File: src/rtl/num_entry.sv
// Keypad decimal entry: digits accumulate into a binary value; backspace, clear and enter are supported.
// Most keys take effect in one cycle; backspace runs a WIDTH-cycle bit-serial divide-by-10 while busy is high.
module num_entry #(
    parameter int WIDTH      = 32,
    parameter int MAX_DIGITS = 6
) (
    input  logic             clk,
    input  logic             resetn,
    input  logic             key_valid,
    input  logic [3:0]       key_code,
    output logic [WIDTH-1:0] cur_num,
    output logic [3:0]       digit_cnt,
    output logic [WIDTH-1:0] out_num,
    output logic             done,
    output logic             busy,
    output logic             err
);

    localparam int            CW       = $clog2(WIDTH);
    localparam logic [CW-1:0] LAST_BIT = CW'(WIDTH - 1);
    localparam logic [3:0]    MAX_CNT  = 4'(MAX_DIGITS);
    localparam logic [3:0]    KEY_BS   = 4'd10;
    localparam logic [3:0]    KEY_CLR  = 4'd11;
    localparam logic [3:0]    KEY_ENT  = 4'd12;

    typedef enum logic {ENTRY, DIV} state_t;

    state_t           state_q, state_d;
    logic [WIDTH-1:0] cur_q, cur_d;
    logic [WIDTH-1:0] out_q, out_d;
    logic [3:0]       cnt_q, cnt_d;
    logic             done_q, done_d;
    logic             err_q, err_d;
    logic [WIDTH-1:0] dvd_q, dvd_d;   // dividend shifts out MSB-first, quotient shifts in at LSB
    logic [4:0]       rem_q, rem_d;
    logic [CW-1:0]    bit_q, bit_d;

    logic [5:0]       trial;
    logic             ge10;
    logic [4:0]       rem_nx;
    logic [WIDTH-1:0] quo_nx;
    logic [WIDTH-1:0] times10;

    always_comb begin
        trial   = {rem_q, dvd_q[WIDTH-1]};
        ge10    = (trial >= 6'd10);
        rem_nx  = ge10 ? 5'(trial - 6'd10) : trial[4:0];
        quo_nx  = {dvd_q[WIDTH-2:0], ge10};
        times10 = (cur_q << 3) + (cur_q << 1) + WIDTH'(key_code);
    end

    always_comb begin
        state_d = state_q;
        cur_d   = cur_q;
        out_d   = out_q;
        cnt_d   = cnt_q;
        done_d  = 1'b0;
        err_d   = 1'b0;
        dvd_d   = dvd_q;
        rem_d   = rem_q;
        bit_d   = bit_q;
        case (state_q)
            ENTRY: begin
                if (key_valid) begin
                    if (key_code <= 4'd9) begin
                        if (cnt_q == MAX_CNT) begin
                            err_d = 1'b1;
                        end else if (cur_q == '0) begin
                            // leading zeros leave the value and count untouched
                            if (key_code != 4'd0) begin
                                cur_d = WIDTH'(key_code);
                                cnt_d = 4'd1;
                            end
                        end else begin
                            cur_d = times10;
                            cnt_d = cnt_q + 4'd1;
                        end
                    end else if (key_code == KEY_BS) begin
                        if (cnt_q != 4'd0) begin
                            dvd_d   = cur_q;
                            rem_d   = '0;
                            bit_d   = '0;
                            state_d = DIV;
                        end
                    end else if (key_code == KEY_CLR) begin
                        cur_d = '0;
                        cnt_d = 4'd0;
                    end else if (key_code == KEY_ENT) begin
                        out_d  = cur_q;
                        cur_d  = '0;
                        cnt_d  = 4'd0;
                        done_d = 1'b1;
                    end else begin
                        err_d = 1'b1;
                    end
                end
            end
            DIV: begin
                if (key_valid && key_code == KEY_CLR) begin
                    cur_d   = '0;
                    cnt_d   = 4'd0;
                    state_d = ENTRY;
                end else begin
                    err_d = key_valid;
                    dvd_d = quo_nx;
                    rem_d = rem_nx;
                    bit_d = bit_q + 1'b1;
                    if (bit_q == LAST_BIT) begin
                        cur_d   = quo_nx;
                        cnt_d   = cnt_q - 4'd1;
                        state_d = ENTRY;
                    end
                end
            end
            default: state_d = ENTRY;
        endcase
    end

    always_ff @(posedge clk or negedge resetn) begin
        if (!resetn) begin
            state_q <= ENTRY;
            cur_q   <= '0;
            out_q   <= '0;
            cnt_q   <= 4'd0;
            done_q  <= 1'b0;
            err_q   <= 1'b0;
            dvd_q   <= '0;
            rem_q   <= '0;
            bit_q   <= '0;
        end else begin
            state_q <= state_d;
            cur_q   <= cur_d;
            out_q   <= out_d;
            cnt_q   <= cnt_d;
            done_q  <= done_d;
            err_q   <= err_d;
            dvd_q   <= dvd_d;
            rem_q   <= rem_d;
            bit_q   <= bit_d;
        end
    end

    assign cur_num   = cur_q;
    assign digit_cnt = cnt_q;
    assign out_num   = out_q;
    assign done      = done_q;
    assign err       = err_q;
    assign busy      = (state_q == DIV);

endmodule

File: config.mk
export PLATFORM = sky130hd
export DESIGN_NAME = num_entry
export DESIGN_NICKNAME = d
export VERILOG_FILES = /design/src/rtl/num_entry.sv
export SDC_FILE = /design/constraint.sdc
export NUM_CORES = 1
export LEC_CHECK = 0
export ABC_AREA = 1
export BUFFER_PORTS_ARGS = -buffer_cell sky130_fd_sc_hd__clkbuf_2
export CELL_PAD_IN_SITES_DETAIL_PLACEMENT = 0
export CELL_PAD_IN_SITES_GLOBAL_PLACEMENT = 2
export CORE_MARGIN = 2
export CORE_UTILIZATION = 37
export CTS_CLUSTER_SIZE = 30
export DETAILED_ROUTE_END_ITERATION = 10
export PLACE_DENSITY_LB_ADDON = 0.25
export SLEW_MARGIN = 20
export SYNTH_ARGS = -nofsm -noshare
export SYNTH_HDL_FRONTEND = slang
export SYNTH_SLANG_ARGS = --single-unit
File: constraint.sdc
create_clock -name clk -period 4.8 [get_ports clk]
set_clock_uncertainty 0.15 [all_clocks]
set_input_delay 0.24 -clock clk [delete_from_list [all_inputs] [get_ports clk]]
set_output_delay 0.24 -clock clk [all_outputs]
set_load 0.02 [all_outputs]
# Word level (Yosys, flattened, before mapping)
# Index checks and enable logic that the tools add are counted.
[op_classes]
addsub = 6
magnitude_cmp = 2
n_eq_ne = 15
mux = 58
n_bitwise = 4
n_reduce_logical = 7
[ops]
columns = ["cell", "n"]
rows = [
  ["two-way mux 32 bit", 15],
  ["case mux 32 bit (2 select lines)", 2],
  ["two-way mux 4 bit", 10],
  ["two-way mux 5 bit", 7],
  ["adder 32 bit", 1],
  ["adder 32 x 4 -> 32 bit", 1],
  ["logical NOT 32 bit", 1],
  ["case mux 5 bit (2 select lines)", 2],
  ["two-way mux 1 bit", 19],
  ["equality test 4 bit (second input constant)", 3],
  ["AND reduction 6 bit", 2],
  ["!= test 2 bit (second input constant)", 5],
  ["!= test 4 bit (second input constant)", 2],
  ["case mux 4 bit (2 select lines)", 1],
  ["nonzero test 4 bit", 2],
  [">= comparator 6 x 4 -> 1 bit (second input constant)", 1],
  ["!= test 3 bit (second input constant)", 2],
  ["adder 5 x 1 -> 5 bit (second input constant)", 1],
  ["equality test 5 bit (second input constant)", 1],
  ["AND reduction 5 bit", 1],
  ["subtractor 5 x 4 -> 5 bit (second input constant)", 1],
  ["adder 4 x 1 -> 4 bit (second input constant)", 1],
  ["equality test 4 x 3 -> 1 bit (second input constant)", 1],
  ["<= comparator 4 bit (second input constant)", 1],
  ["other kinds (5)", 9],
]
[word_totals]
ff_bits = 113
input_bits = 7
output_inout_bits = 71
elab_cells = 101

# Depth between registers and ports, before layout
# Gate-level depths: netlist of the first run.
[logic_depth]
depth_word = 7
ltp_mapped = 17
ltp_nobuf = 17

# Least setup slack after synthesis of the first run
# Ideal clock, no wire load.
[synth_path]
kind = "flip-flop to flip-flop"
from = "register cur_q[2] (netlist: cur_num[2])"
to = "register cur_q[17] (netlist: cur_num[17])"
setup_time_ps = 120
arrival_ps = 2360
required_time_ps = 4530
setup_slack_ps = 2170
stages_incl_launch_ff = 14
n_path_buf = 0
period_less_slack_ps = 2630
cell_sequence = "dfrtp_1 > inv_1 > fa_1 > inv_1 > ha_1 > nand3_1 > nand3_1 > nand2_1 > nand3_1 > nand2_1 > nand2_1 > or2_2 > nand2_1 > a21oi_2"
[synth_between]
elab_chain_len = 7
word_cells_on_any_way = 10
cone_classes = "add/sub: 2; eq/ne: 1; mux: 5; reduce/logical: 2"
[synth_lines]
columns = ["item", "line_no", "rtl"]
rows = [
  ["start, declared", "29", "logic [WIDTH-1:0] cur_q, cur_d;"],
  ["start signal, assigned", "132", "cur_q <= cur_d;"],
  ["adder 32 bit", "49", "times10 = (cur_q << 3) + (cur_q << 1) + WIDTH'(key_code);"],
  ["adder 32 x 4 -> 32 bit", "49", ""],
  ["two-way mux 32 bit", "68", "end else if (cur_q == '0) begin"],
  ["two-way mux 32 bit", "66", "if (cnt_q == MAX_CNT) begin"],
  ["two-way mux 32 bit", "65", "if (key_code <= 4'd9) begin"],
  ["two-way mux 32 bit", "64", "if (key_valid) begin"],
  ["case mux 32 bit (2 select lines)", "62", "case (state_q)"],
]
# Parallel ways exist; a longest one is shown, timed or not. The select of a mux whose other input is x is not followed.
# A chain may end at the register's enable or synchronous reset.

# Worst setup path after layout of the first run
[layout_path]
from = "register cur_q[2] (netlist: cur_num[2])"
to = "register cur_q[24] (netlist: cur_num[24])"
# The elaborated chain is that of the path after synthesis.

==> results of run 1 <==
==> critical path, delay by kind of cell, from the launching register on <==
kind,cells,cell delay [ns]
AOI/OAI and AO/OA,1,0.13
adders and majority gates,2,1.01
buffers and inverters,2,0.25
DFF,1,0.43
and+or+nand+nor,7,0.85
==> stage by stage <==
stage	cell area [um^2]	power, mW
after floorplan	7740	4.47
after global routing	8950	7.55
final	8950	6.88
after global placement	8360	5.67
after CTS	8950	6.93
after detailed placement	8360	5.68
==> cells by family (layout without fill, tap and decap cells) <==
group | after synthesis | count (layout)
AO/OA/AOI/OAI | 163 | 163
XOR/XNOR | 15 | 15
flip-flops | 113 | 113
AND/OR/NAND/NOR | 530 | 530
adder cells (fa/ha/maj) | 66 | 66
buffers and inverters | 197 | 287
==> cells in the mapped netlist <==
| cell | n |
|---|---|
| nand2_4 | 2 |
| clkbuf_1 | 15 |
| a21oi_2 | 7 |
| fa_1 | 2 |
| nand2_1 | 352 |
| buf_2 | 4 |
| xor2_1 | 7 |
| nor3_1 | 5 |
| dfrtp_1 | 113 |
| nand4_1 | 17 |
| a21oi_1 | 41 |
| nand3_1 | 53 |
| o21bai_1 | 5 |
| nor2_4 | 4 |
| or2_2 | 2 |
| nand3_2 | 1 |
| inv_2 | 7 |
| a22o_1 | 1 |
| nand3b_1 | 2 |
| o21ai_2 | 1 |
| and2_1 | 6 |
| ha_1 | 64 |
| nand2_2 | 2 |
| o21ai_0 | 57 |
| xnor2_1 | 8 |
| a21o_1 | 1 |
| inv_1 | 163 |
| nor2_1 | 84 |
| o211ai_1 | 27 |
| o22ai_1 | 4 |
| a221o_1 | 4 |
| o21ai_1 | 13 |
| buf_4 | 3 |
| buf_6 | 4 |
| o221ai_1 | 2 |
| clkinv_1 | 1 |
==> sequential cells by signal, summed over array words and instances, names as in the netlist <==
signal	count
rem_q	5
cur_num	32
done	1
err	1
dvd_q	32
out_num	32
digit_cnt	4
busy	1
bit_q	5
==> layer usage <==
layer  share of wire [%]  vias up  track usage (%)
met5                   0        -                0
met4                 1.1        0             5.29
met3                 2.6       24             3.01
met2                  43      102             33.6
met1                  53     3316             34.4
li1                    -     3628                -
==> power groups by stage <==
stage	sequential, mW	combinational [mW]	clock, mW
floorplan	1.94	2.53	0
global placement	1.78	3.89	0
detailed placement	1.78	3.90	0
CTS	1.77	3.92	1.24
global route	1.83	4.44	1.28
finish	1.77	3.89	1.22
==> worst min path at each step <==
stage                     depth (start not counted)        start  slack (ns)                      to
after CTS                                         3  key_code[3]        0.03          done$_DFF_PN0_
after detailed placement                          1       resetn        0.24  cur_num[5]$_DFFE_PN0P_
after global routing                              3  key_code[3]        0.04          done$_DFF_PN0_
after global placement                            1       resetn        0.24  cur_num[5]$_DFFE_PN0P_
final                                             3  key_code[3]        0.03          done$_DFF_PN0_
after floorplan                                   0       resetn       -0.21    bit_q[0]$_DFFE_PN0P_
==> cell type report <==
type	instances	area, um^2	area share (%)
inverter	171	642	7.17
multi-input combinational	774	4130	46.1
sequential	113	2830	31.6
timing repair buffer	84	445	4.97
clock buffer	21	470	5.25
clock inverter	11	105	1.17
tap	270	338	3.77
==> results by group, run 1 <==
Outcome
  – Status: finished, final reports clean

Die
  – Full die area: around 22000 um^2
  – Die X: 149 um
  – Starting Density: between 30% and 40%
  – Top-Level Pins: 78
  – Placeable Area: 20400 um^2
  – FP Rows: 52
  – Die Span Y: ~150 um

STA
  – Worst-margin pin slew: about 0.92 ns
  – Slew HR: approximately two fifths
  – Hold slack final: around 0.034 ns
  – Final setup vio count: 0
  – Fin. max-slew vios: 0
  – Fin crit share: 60.4%
  – Fin Setup TNS: 0 ns
  – Worst setup margin: around 1.9 ns
  – Max Clk Rate: between 300 and 400 MHz
  – Final Hold Vio Count: 0
  – RSZ-0062 raised after global routing: no
  – Final min period: about 2.9 ns

Synthesis
  – Top cell type by total area after synthesis: dfrtp_1
  – Post-synthesis sequential area ratio: roughly 37%
  – Area share of and/or/nand/nor cells after synthesis: between 20% and 30%
  – Largest family of logic cells by synthesized area: simple AND/OR/NAND/NOR gates
  – Syn Inst Count: around 1100
  – FF+latch count, synth: between 100 and 150
  – Synthesis Warnings: 0
  – Top cells by area, synth: dfrtp_1 37%, nand2_1 17%, ha_1 10%
  – Post-Synth XOR/XNOR Area: 1.70%
  – Post-synthesis mux area share: 0%
  – Net count after synthesis: 1157
  – Compound-Gate Fraction of Synth Area: 12.5%
  – Post-Synth Adder-Cell Area: 10.9%
  – Avg Cell Area, Syn: roughly 7 um^2
  – Top-area cell type share of the netlist area: between 30% and 40%
  – Cell Area, Synth: roughly 7700 um^2
  – Netlist cell types: 36

Clock network
  – CTS resizes: 0
  – Worst-path clk slew: about 0.06 ns
  – Postcts setup bufs: 0
  – Clock Latency Late Sink: ~0.42 ns
  – Hold_buf cts: 2
  – CTS root buf: clkbuf_16
  – CTS Sinks: 113
  – Max Buffers Root-to-Sink: 2
  – Num CTS Buffers: 17
  – H-tree levels: 4
  – CTS tree: built

Drt
  – Via total after detailed routing: roughly 7100
  – DRC: 0
  – Initial DRT Pass Iterations: 5
  – Initial DRC Count: roughly 370
  – Drt via density: 4.90
  – DRT Wirelength: approximately 24 mm
  – Routed WL per cell: around 16 um
  – DRT antenna net count: 0

Global routing
  – Global-route wire length before repair: 38.5 mm
  – Grt ovf: 0
  – Vias in the first global route: 6994
  – Initial antenna violation count: 0
  – Total GRT Usage: between 20% and 30%
  – Largest net degree at the start of global routing: 65

Power and ir drop
  – Register share of total power: 25.8%
  – Gate power share: approximately 56%
  – Maximum vdd drop: between 0.0002 and 0.0003 V
  – P_leak: around 5.0 nW
  – Switching part of the total power: roughly half
  – Clock share of power: around 18%
  – Power per cell area: about 770 nW/um^2
  – Cell-internal power: between 3 and 4 mW
  – Net switching power: roughly 3.5 mW

Cells and area
  – Commonest non-fill, non-tap cell in the layout: nand2_1
  – Fillers: roughly 2200
  – Commonest cells after routing, fill and taps aside: 352 x nand2_1, 163 x inv_1, 113 x dfrtp_1
  – Layout Nets: between 1000 and 1500
  – # diodes: 0
  – Area growth syn-to-layout: 15.7%
  – Non-Filler Instances: 1444
  – Share of cells above drive strength 1: between 10% and 20%
  – Finished Core Util: between 40 and 50%

Worst setup path
  – Crit Path Category: register to register
  – Register-to-Register Setup Slack: about 1.9 ns
  – Worst Path Arrival: just over 3 ns
  – CP max-delay cell: fa_1
  – Crit-path max FO: 5
  – Crit path capture: cur_num[24]$_DFFE_PN0P_
  – CP endpoint kind: register
  – Worst setup startpoint: cur_num[2]$_DFFE_PN0P_
  – Worst EP required: roughly 5.0 ns
  – Worst r2r src: cur_num[2]$_DFFE_PN0P_
  – Worst R2R Path Depth: 12
  – Cell Chain, Critical Path: inv_1 > fa_1 > fa_1 > inv_1 > nand3_1 > nand3_1 > nand2_1 > nand2_1 > nand2_1 > nand4_1 > nand3_1 > a21oi_2
  – Crit Reg-Reg Endpoint: cur_num[24]$_DFFE_PN0P_
  – Worst path max stage delay: roughly 0.5 ns
  – Critical Path Start Type: register

Placement
  – Dpl ws: between 1.5 and 2 ns
  – Placer congestion estimate: approximately 0.84
  – Port buffer count: between 70 and 80
  – Final HPWL DP: about 18 mm
  – # placed instances: about 1400

Min path
  – Hold crit path type: primary input to register

Job
  – Max-cap viol count: 0
(Power assumes the default switching activity.)
==> inputs of run 2 (changes only) <==
--- a/config.mk
+++ b/config.mk
@@ -10,7 +10,7 @@
 export CELL_PAD_IN_SITES_DETAIL_PLACEMENT = 0
 export CELL_PAD_IN_SITES_GLOBAL_PLACEMENT = 2
 export CORE_MARGIN = 2
-export CORE_UTILIZATION = 37
+export CORE_UTILIZATION = 34
 export CTS_CLUSTER_SIZE = 30
 export DETAILED_ROUTE_END_ITERATION = 10
 export PLACE_DENSITY_LB_ADDON = 0.25
==> constraint.sdc (replaced) <==
create_clock -name clk -period 2.9 [get_ports clk]
set_clock_uncertainty 0.15 [all_clocks]
set_input_delay 0.145 -clock clk [delete_from_list [all_inputs] [get_ports clk]]
set_output_delay 0.145 -clock clk [all_outputs]
set_load 0.02 [all_outputs]
==> run 2 against run 1 <==
Critical path depth rose by 1. Routed wire length up 3.0%. Critical endpoint is now cur_num[30]$_DFFE_PN0P_. Count of clock-buffer cells in the layout shrank 3. Critical path type unchanged. Register-to-register slack lost 1.8 ns. Die area increased by 8.6%. Total power up 73%. Largest cell class unchanged.
==> results by group, run 2 (synthesis gave the netlist of run 1 again) <==
Outcome
  – Status: finished, final reports clean

Global routing
  – Initial antenna violation count: 0
  – Global-route wire length before repair: between 30 and 40 mm
  – Total GRT Usage: 21.3%
  – Vias in the first global route: a little over 7000
  – Largest net degree at the start of global routing: 65
  – Grt ovf: 0

STA
  – Worst-margin pin slew: 0.909 ns
  – Hold slack final: roughly 0.075 ns
  – Fin. max-slew vios: 0
  – Slew HR: 39.3%
  – Fin crit share: about 95%
  – Final Hold Vio Count: 0
  – Fin Setup TNS: 0 ns
  – Final setup vio count: 0
  – RSZ-0062 raised after global routing: no
  – Max Clk Rate: between 300 and 400 MHz
  – Final min period: 2.76 ns

Power and ir drop
  – Final Total Pwr: 11.9 mW
  – Maximum vdd drop: between 0.0003 and 0.0004 V
  – Power per cell area: 1280 nW/um^2
  – P_leak: approximately 5 nW

Placement
  – # placed instances: roughly 1400
  – Port buffer count: 77
  – Final HPWL DP: 18.9 mm
  – Placer congestion estimate: 0.825

Cells and area
  – Share of cells above drive strength 1: between 10% and 20%
  – Fillers: roughly 2400
  – # diodes: 0
  – Commonest non-fill, non-tap cell in the layout: nand2_1
  – Layout Nets: 1259
  – Non-Filler Instances: about 1500
  – Area growth syn-to-layout: 20.1%
  – Commonest cells after routing, fill and taps aside: 351 x nand2_1, 163 x inv_1, 113 x dfrtp_1

Drt
  – DRT antenna net count: 0
  – Routed WL per cell: between 15 and 20 um
  – Via total after detailed routing: 7173
  – DRC: 0
  – DRT Wirelength: 24.4 mm
  – Initial DRT Pass Iterations: 5
  – Initial DRC Count: around 440
  – Drt via density: just under 5

Die
  – Full die area: between 20000 and 25000 um^2
  – Die X: between 150 and 200 um
  – Top-Level Pins: about 80
  – Starting Density: between 30% and 40%
  – Die Span Y: ~150 um
  – Placeable Area: between 20000 and 25000 um^2
  – FP Rows: 55

Worst setup path
  – Crit-path most repeated cell: nand3_1
  – Cell Chain, Critical Path: ha_1 > ha_2 > inv_1 > fa_1 > inv_1 > nand3_1 > nand3_2 > nand2_1 > nand3_1 > nand2_1 > nand3_1 > nand3_1 > a21oi_2
  – Worst path max stage delay: around 0.43 ns
  – Worst Path Arrival: just under 3 ns
  – Critical Path Start Type: register
  – CP top delay family: adder cells
  – CP endpoint kind: register
  – Worst EP required: 3.09 ns
  – CP max-delay cell: dfrtp_1
  – Buf/Inv on CP: 2
  – Crit Path Category: register to register
  – Crit-path max FO: 5

Clock network
  – Worst-path clk slew: approximately 0.060 ns
  – CTS root buf: clkbuf_16
  – CTS Sinks: roughly 110
  – Postcts setup bufs: 0
  – Clock Latency Late Sink: 0.42 ns
  – Num CTS Buffers: 17
  – CTS tree: built
  – Max Buffers Root-to-Sink: 2
  – H-tree levels: 4

Job
  – Max-cap viol count: 0

Min path
  – Hold crit path type: primary input to register
==> run 2: layer usage <==
layer / global-route usage [%] / up-vias / wire length (um)
met1: 32.0 / 3358 / 12800
met5: 0 / - / 0
li1: - / 3674 / -
met3: 2.65 / 16 / 766
met4: 4.32 / 0 / 202
met2: 32.8 / 125 / 10600
==> run 2: worst min-delay path, stage by stage <==
cell and delay (ns):
clkbuf_2 0.10, inv_1 0.10, o21ai_0 0.11, nand2_1 0.07, o21ai_1 0.06
==> run 2: area by class of cell <==
class	instances	area (um^2)	area share [%]
Tap cell	285	357	3.84
Clock buffer	18	439	4.73
Multi-Input combinational cell	774	4150	44.7
Sequential cell	113	2830	30.4
Clock inverter	14	200	2.15
Inverter	171	642	6.91
Timing Repair Buffer	109	676	7.27
==> run 2: metrics by stage <==
stage          area, um^2  setup slack, ns  util, %
2_1_floorplan        7740            0.270        -
3_3_place_gp         8590            0.106     38.2
3_5_place_dp         8590           0.0842     38.2
4_1_cts              9270           0.0333     41.2
5_1_grt              9290           0.0275     41.3
6_report             9290            0.143     41.3
==> run 2: power by group <==
group	total (mW)	internal, mW	switching, mW	leakage (nW)
sequential	2.89	2.25	0.635	1.46
clock	2.29	1.47	0.818	0.304
combinational	6.74	2.36	4.38	3.37
==> run 2: repair_timing <==
item / CTS / global route
gates resized for setup: 0 / 7
setup endpoints to repair: 0 / 11
hold buffers: 4 / 0
hold endpoints to repair: 47 / 0
==> run 2: final timing paths <==
path | startpoint | end | slack, ns | depth (start not counted)
setup reg to reg | cur_num[1]$_DFFE_PN0P_ | cur_num[30]$_DFFE_PN0P_ | 0.14 | 13
min in group asynchronous | resetn | cur_num[6]$_DFFE_PN0P_ | 0.17 | 2
setup / recovery | cur_num[1]$_DFFE_PN0P_ | cur_num[30]$_DFFE_PN0P_ | 0.14 | 13
max in group asynchronous | resetn | cur_num[0]$_DFFE_PN0P_ | 1.66 | 3
hold / removal | key_code[0] | cur_num[0]$_DFFE_PN0P_ | 0.08 | 5
hold reg to reg | out_num[6]$_DFFE_PN0P_ | out_num[6]$_DFFE_PN0P_ | 0.33 | 2
